### src/rtl/l1c_inst_refill_master.sv
// AXI4 read master for L1 I-cache line refills: one INCR burst per miss, beats streamed to the cache.
// Optional sticky RRESP error capture is compiled in when REFILL_ERR_EN is defined.
module l1c_inst_refill_master #(
   parameter int ADDR_W    = 32,
   parameter int DATA_W    = 32,
   parameter int BURST_LEN = 4,
   parameter int ID_W      = 4,
   parameter int AXI_ID    = 0
) (
   input  logic              clk,
   input  logic              rst,
   input  logic              I_req,
   input  logic [ADDR_W-1:0] I_addr,
   output logic [DATA_W-1:0] I_out,
   output logic              cache_rvalid,
   output logic              cache_rlast,
   output logic              refill_busy,
   output logic [ID_W-1:0]   ARID,
   output logic [ADDR_W-1:0] ARADDR,
   output logic [3:0]        ARLEN,
   output logic [2:0]        ARSIZE,
   output logic [1:0]        ARBURST,
   output logic              ARVALID,
   input  logic              ARREADY,
   input  logic [DATA_W-1:0] RDATA,
   input  logic [1:0]        RRESP,
   input  logic              RLAST,
   input  logic              RVALID,
   output logic              RREADY
`ifdef REFILL_ERR_EN
   ,
   input  logic              err_clr,
   output logic              refill_err,
   output logic [ADDR_W-1:0] refill_err_addr
`endif
);

   localparam int LINE_BYTES = BURST_LEN * DATA_W / 8;
   localparam int OFF_W      = $clog2(LINE_BYTES);
   localparam int CNT_W      = (BURST_LEN > 1) ? $clog2(BURST_LEN) : 1;
   localparam logic [CNT_W-1:0] CNT_MAX = CNT_W'(BURST_LEN - 1);

   typedef enum logic [1:0] {
      ST_IDLE = 2'd0,
      ST_AR   = 2'd1,
      ST_R    = 2'd2,
      ST_DONE = 2'd3
   } state_t;

   state_t            state_reg, state_next;
   logic [ADDR_W-1:0] addr_reg;
   logic [CNT_W-1:0]  beat_cnt;
   logic              beat;

   assign ARID    = ID_W'(AXI_ID);
   assign ARLEN   = 4'(BURST_LEN - 1);
   assign ARSIZE  = 3'($clog2(DATA_W / 8));
   assign ARBURST = 2'b01;
   assign ARADDR  = addr_reg;

   always_ff @(posedge clk or posedge rst) begin
      if (rst) begin
         state_reg <= ST_IDLE;
         addr_reg  <= '0;
         beat_cnt  <= '0;
      end else begin
         state_reg <= state_next;
         if (state_reg == ST_IDLE && I_req) begin
            addr_reg <= {I_addr[ADDR_W-1:OFF_W], {OFF_W{1'b0}}};
            beat_cnt <= '0;
         end else if (beat && beat_cnt != CNT_MAX) begin
            beat_cnt <= beat_cnt + 1'b1;
         end
      end
   end

   always_comb begin
      state_next   = state_reg;
      ARVALID      = 1'b0;
      RREADY       = 1'b0;
      beat         = 1'b0;
      I_out        = '0;
      cache_rvalid = 1'b0;
      cache_rlast  = 1'b0;
      case (state_reg)
         ST_IDLE: if (I_req) state_next = ST_AR;
         ST_AR: begin
            ARVALID = 1'b1;
            if (ARREADY) state_next = ST_R;
         end
         ST_R: begin
            // RLAST, not the beat count, decides when the line is complete.
            RREADY       = 1'b1;
            beat         = RVALID;
            cache_rvalid = RVALID;
            cache_rlast  = RVALID & RLAST;
            if (RVALID) I_out = RDATA;
            if (RVALID && RLAST) state_next = ST_DONE;
         end
         ST_DONE: if (!I_req) state_next = ST_IDLE;
         default: state_next = ST_IDLE;
      endcase
   end

   assign refill_busy = (state_reg != ST_IDLE);

`ifdef REFILL_ERR_EN
   always_ff @(posedge clk or posedge rst) begin
      if (rst) begin
         refill_err      <= 1'b0;
         refill_err_addr <= '0;
      end else if (beat && RRESP != 2'b00) begin
         // A clear in the same cycle as a new error re-arms capture for that error.
         if (!refill_err || err_clr) refill_err_addr <= addr_reg;
         refill_err <= 1'b1;
      end else if (err_clr) begin
         refill_err      <= 1'b0;
         refill_err_addr <= '0;
      end
   end

   logic unused_bits;
   assign unused_bits = ^I_addr[OFF_W-1:0];
`else
   logic unused_bits;
   assign unused_bits = ^{I_addr[OFF_W-1:0], RRESP};
`endif

endmodule

### config.mk
export PLATFORM = sky130hd
export DESIGN_NAME = l1c_inst_refill_master
export DESIGN_NICKNAME = d
export VERILOG_FILES = /design/src/rtl/l1c_inst_refill_master.sv
export SDC_FILE = /design/constraint.sdc
export NUM_CORES = 1
export LEC_CHECK = 0
export CAP_MARGIN = 10
export CORE_MARGIN = 8
export CORE_UTILIZATION = 32
export CTS_CLUSTER_SIZE = 40
export DETAILED_ROUTE_END_ITERATION = 7
export GPL_TIMING_DRIVEN = 0
export PLACE_DENSITY = 0.85
export SLEW_MARGIN = 0
export SYNTH_ARGS = -nofsm -noshare
export SYNTH_HDL_FRONTEND = slang
export SYNTH_SLANG_ARGS = --single-unit
### constraint.sdc
create_clock -name clk -period 3.56 [get_ports clk]
set_input_delay 0.712 -clock clk [delete_from_list [all_inputs] [get_ports clk]]
set_output_delay 0.712 -clock clk [all_outputs]
set_load 0.005 [all_outputs]
# After elaboration in Yosys (flattened, before gate mapping)
# Index checks and enable logic that the tools add are counted.
dict set report totals {
  register_bits 30
  input_bits 72
  output_inout_bits 82
  wordCells 26
}
dict set report classes {
  eq_ne 7
  n_mux 11
  bitwise_logic 1
  n_reduce_logical 5
}
# op n
set ops {}
lappend ops {{32-bit two-way mux} 2}
lappend ops {{2-bit two-way mux} 4}
lappend ops {{2-bit != test (second input constant)} 4}
lappend ops {{2-bit one-hot mux with 4 select lines} 1}
lappend ops {{2-bit == test (second input constant)} 2}
lappend ops {{1-bit two-way mux} 4}
lappend ops {{4-bit AND reduction} 1}
lappend ops {{2-bit by 1-bit == test with 1-bit output (second input constant)} 1}
lappend ops {{1-bit logical AND} 2}
lappend ops {{2-bit zero test} 1}
lappend ops {{2-bit nonzero test} 1}
lappend ops {{1-bit bitwise AND} 1}

# Longest topological paths before layout
dict set report logic_depth {
  word_depth 3
  depth_mapped 5
  mapped_depth_nobuf 5
}

# Worst setup path before layout
# No wires, ideal clock.
dict set report synth_timing {
  kind {register -> output}
  start {register state_reg[0]}
  end {output I_out[20]}
  arrival_time_ns 1.145
  required_time_ns 2.848
  setup_slack_ns 1.703
  stages_incl_launch_ff 5
  path_cell_list {dfrtp_1 -> inv_1 -> ha_1 -> clkbuf_1 -> and3_1}
}
dict set report synth_between {
  elab_chain_cells 2
}
# item line_no
set synth_lines {}
lappend synth_lines {{start: declaration} 50} ;# state_t state_reg, state_next;
lappend synth_lines {{start signal: assignment} 67} ;# state_reg <= state_next;
lappend synth_lines {{2-bit == test} 85} ;# case (state_reg)
lappend synth_lines {{32-bit two-way mux} 85}
lappend synth_lines {{end: declaration} 14} ;# output logic [DATA_W-1:0] I_out,
# No other way between the ends.

# Worst setup path in the final report
dict set report layout_timing {
  start {input RVALID}
  end {output I_out[18]}
}
dict set report layout_between {
  elab_chain_cells 2
}
# item line_no
set layout_lines {}
lappend layout_lines {{start: declaration} 28} ;# input logic RVALID,
lappend layout_lines {{32-bit two-way mux} 97} ;# if (RVALID) I_out = RDATA;
lappend layout_lines {{32-bit two-way mux} 85}
# No other way between the ends.

==> results <==
cells in the mapped netlist, types with 2 or more instances:
library cell / n
and3_2: 4
mux2_2: 28
and3_1: 29
inv_1: 5
clkbuf_1: 6
conb_1: 2
dfrtp_1: 30
ha_1: 4
buf_4: 17
worst reg2reg max path, stage by stage, from the launching register on:
cell and delay [ns]:
dfrtp_1 0.40, inv_1 0.08, ha_1 0.25, nand2_2 0.23, clkbuf_8 0.24, mux2_2 0.34
per-layer routing:
layer | GRT usage [%] | wire length, microns
met4 | 5.95 | 119
met3 | 5.39 | 582
met5 | 0 | 0
met1 | 14.6 | 1930
met2 | 25.9 | 2900
cells by family after synthesis:
family / after synthesis / synth area share (%)
compound gates: 4 / 2.42
fa+ha+maj: 4 / 3.12
buf+inv: 30 / 12.1
flops: 30 / 46.8
mux: 29 / 20.6
other cells: 2 / 0.468
simple gates: 37 / 14.6
per-stage QoR:
stage | instance area (sq um) | power, uW | setup slack (ns) | hold slack (ns) | util (%)
floorplan | 1660 | 1060 | 1.70 | 0.504 | -
global placement | 3050 | 1690 | 0.539 | 0.486 | 63.7
detailed placement | 3050 | 1730 | 0.497 | 0.491 | 63.7
global route | 3170 | 2120 | 0.353 | 0.517 | 66.2
finish | 3170 | 1980 | 0.488 | 0.504 | 66.2
CTS | 3140 | 2010 | 0.493 | 0.507 | 65.6
worst max-delay path by stage:
stage,start,endpoint,slack [ns]
2_1_floorplan,state_reg[0],I_out[20],1.70
3_3_place_gp,RVALID,I_out[2],0.54
3_5_place_dp,RVALID,I_out[15],0.50
4_1_cts,RVALID,I_out[18],0.49
5_1_grt,RVALID,I_out[1],0.35
6_report,RVALID,I_out[18],0.49
where the power goes:
group | internal (uW) | leakage (uW) | switching (uW)
registers | 519 | 0.000354 | 90.3
logic | 741 | 0.00106 | 357
clock network | 155 | 0.0000472 | 123
cell type report:
class	instances	area share [%]
Timing Repair Buffer	131	41.9
Sequential cell	30	23.7
Multi-Input combinational cell	91	22.6
Buffer	25	5.53
Tap cell	67	2.65
Clock buffer	6	2.61
Inverter	5	0.592
Clock inverter	2	0.395
==> metrics.md <==
| Metric | Value |
|---|---|
| Status | `finished, final reports clean` |
| Hold EP | `ARADDR[28]` |
| Core area | `about 4800 sq um` |
| CTS buffer count | `5` |
| Ys Warns | `0` |
| Post-synthesis instance area | `approximately 1600 sq um` |
| Setup_tns | `0 ns` |
| Die outline width | `approximately 87 microns` |
| I/O pin count | `154` |
| Syn avg cell area | `11.8 sq um` |
| Worst Hold Class | `reg2reg` |
| Post-route insts no fill | `357` |
| Power per cell area | `around 630 nW/um^2` |
| Synth async-reset ratio | `100%` |
| Clk root buf | `clkbuf_8` |
| CTS tree | `done` |
| Final WL | `5.54 mm` |
| Die Height | `approximately 87 microns` |
| Max Cap Viol | `0` |
| CP max stage cell | `clkdlybuf4s50_1` |
| Antenna viol nets, final | `0` |
| # placed instances | `348` |
| Starting Density | `33.5%` |
| Crit start category | `input port` |
| Final Cycle Share | `86.3%` |
| Final setup vio count | `0` |
| Initial antenna violation count | `0` |
| Largest net degree at the start of global routing | `31` |
| Worst R2R Path Depth | `5` |
| Pleak | `around 0.0015 uW` |
| Worst slew pin tran | `roughly 0.55 ns` |
| Type of destination of the critical path | `output pin` |
| Clock slew seen by the registers of the worst setup and hold paths | `around 0.060 ns` |
| Required @ worst endpoint | `2.85 ns` |
| Hold_buf cts | `0` |
| Crit path kind | `in2out` |
| Reg-to-reg endpoint | `ARADDR[9]` |
| Top_reg_cell synth | `dfrtp_1` |
| Die area | `7540 sq um` |
| First-pass GRT wire length | `8.42 mm` |
| Seq. cell area | `751 sq um` |
| Fin. max-slew vios | `0` |
| Drt wl/cell | `15.5 microns` |
| Multi-input combinational cell area | `717 sq um` |
| Area share of the leading cell type in the synthesized netlist | `46.8%` |
| GRT Residual Overflow | `0` |
| Delay of the slowest cell on the worst path | `0.60 ns` |
| DR vias | `1514` |
| Placer's final routability congestion estimate | `0.728` |
| Layout cells sized above 1 | `22.1%` |
| Maximum VDD drop | `roughly 270 uV` |
| Cell taking the most area after synthesis | `dfrtp_1` |
| P&R area growth vs syn | `97.4%` |
| Hold Path Cell Cnt | `1` |
| WP depth | `4` |
| Clk buf depth | `2` |
| Max FFs per register | `28` |
| Filler Cells Inserted | `between 300 and 400` |
| Post-Syn Instances | `between 100 and 150` |
| Slew headroom | `63.5%` |
| Total GRT Usage | `14.4%` |
| Flops & latches, synth | `30` |
| Max FO, Critical Path | `10` |
| Drt drc | `0` |
| Post-CTS setup buffers | `0` |
| R2r startpoint | `state_reg[0]` |
| Worst EP arrival | `2.36 ns` |
| CTS resizes | `0` |
| DR vias/cell | `roughly 4.2` |
| Most used cell, CP | `clkdlybuf4s50_1` |
| Hold_sp | `ARADDR[28]` |
| Number of flops mapped to enable cells by yosys | `0` |
| FP Rows | `25` |
| Port Buffer Count | `130` |
| R2R Setup Slk | `1.91 ns` |
| Final Hold Viols | `0` |
| Antenna cell count | `0` |
| Max H-tree Level | `2` |
| Worst Skew | `0.00508 ns` |
| Most frequent cells in the layout | `clkdlybuf4s50_1, dfrtp_1, and3_1` |
| Post-DP HPWL | `4.68 mm` |
| Clk sink count | `30` |
| Ranking of synthesized cells by area | `dfrtp_1, mux2_2, and3_1` |
| Vias in the first global route | `1620` |
| CP Cell Sequence | `clkdlybuf4s50_1, clkbuf_1, and3_1, clkdlybuf4s50_1` |
| Most common cell after layout, fill and taps aside | `clkdlybuf4s50_1` |
| Worst path top cell family by delay | `buffers and inverters` |
| Cell variety after synth | `20` |
| Nets | `between 300 and 400` |
| Fmax | `326 MHz` |
| Clock Latency Late Sink | `0.28 ns` |
| Final min period | `approximately 3 ns` |
| DRT Pass-1 Iters | `4` |
| RSZ-0062 raised after global routing | `no` |
| Sequential fraction of the synthesis area | `46.8%` |
| Worst Path Buf+Inv | `3` |
| Initial DRC count | `63` |
Power figures use the tool's default switching activity.
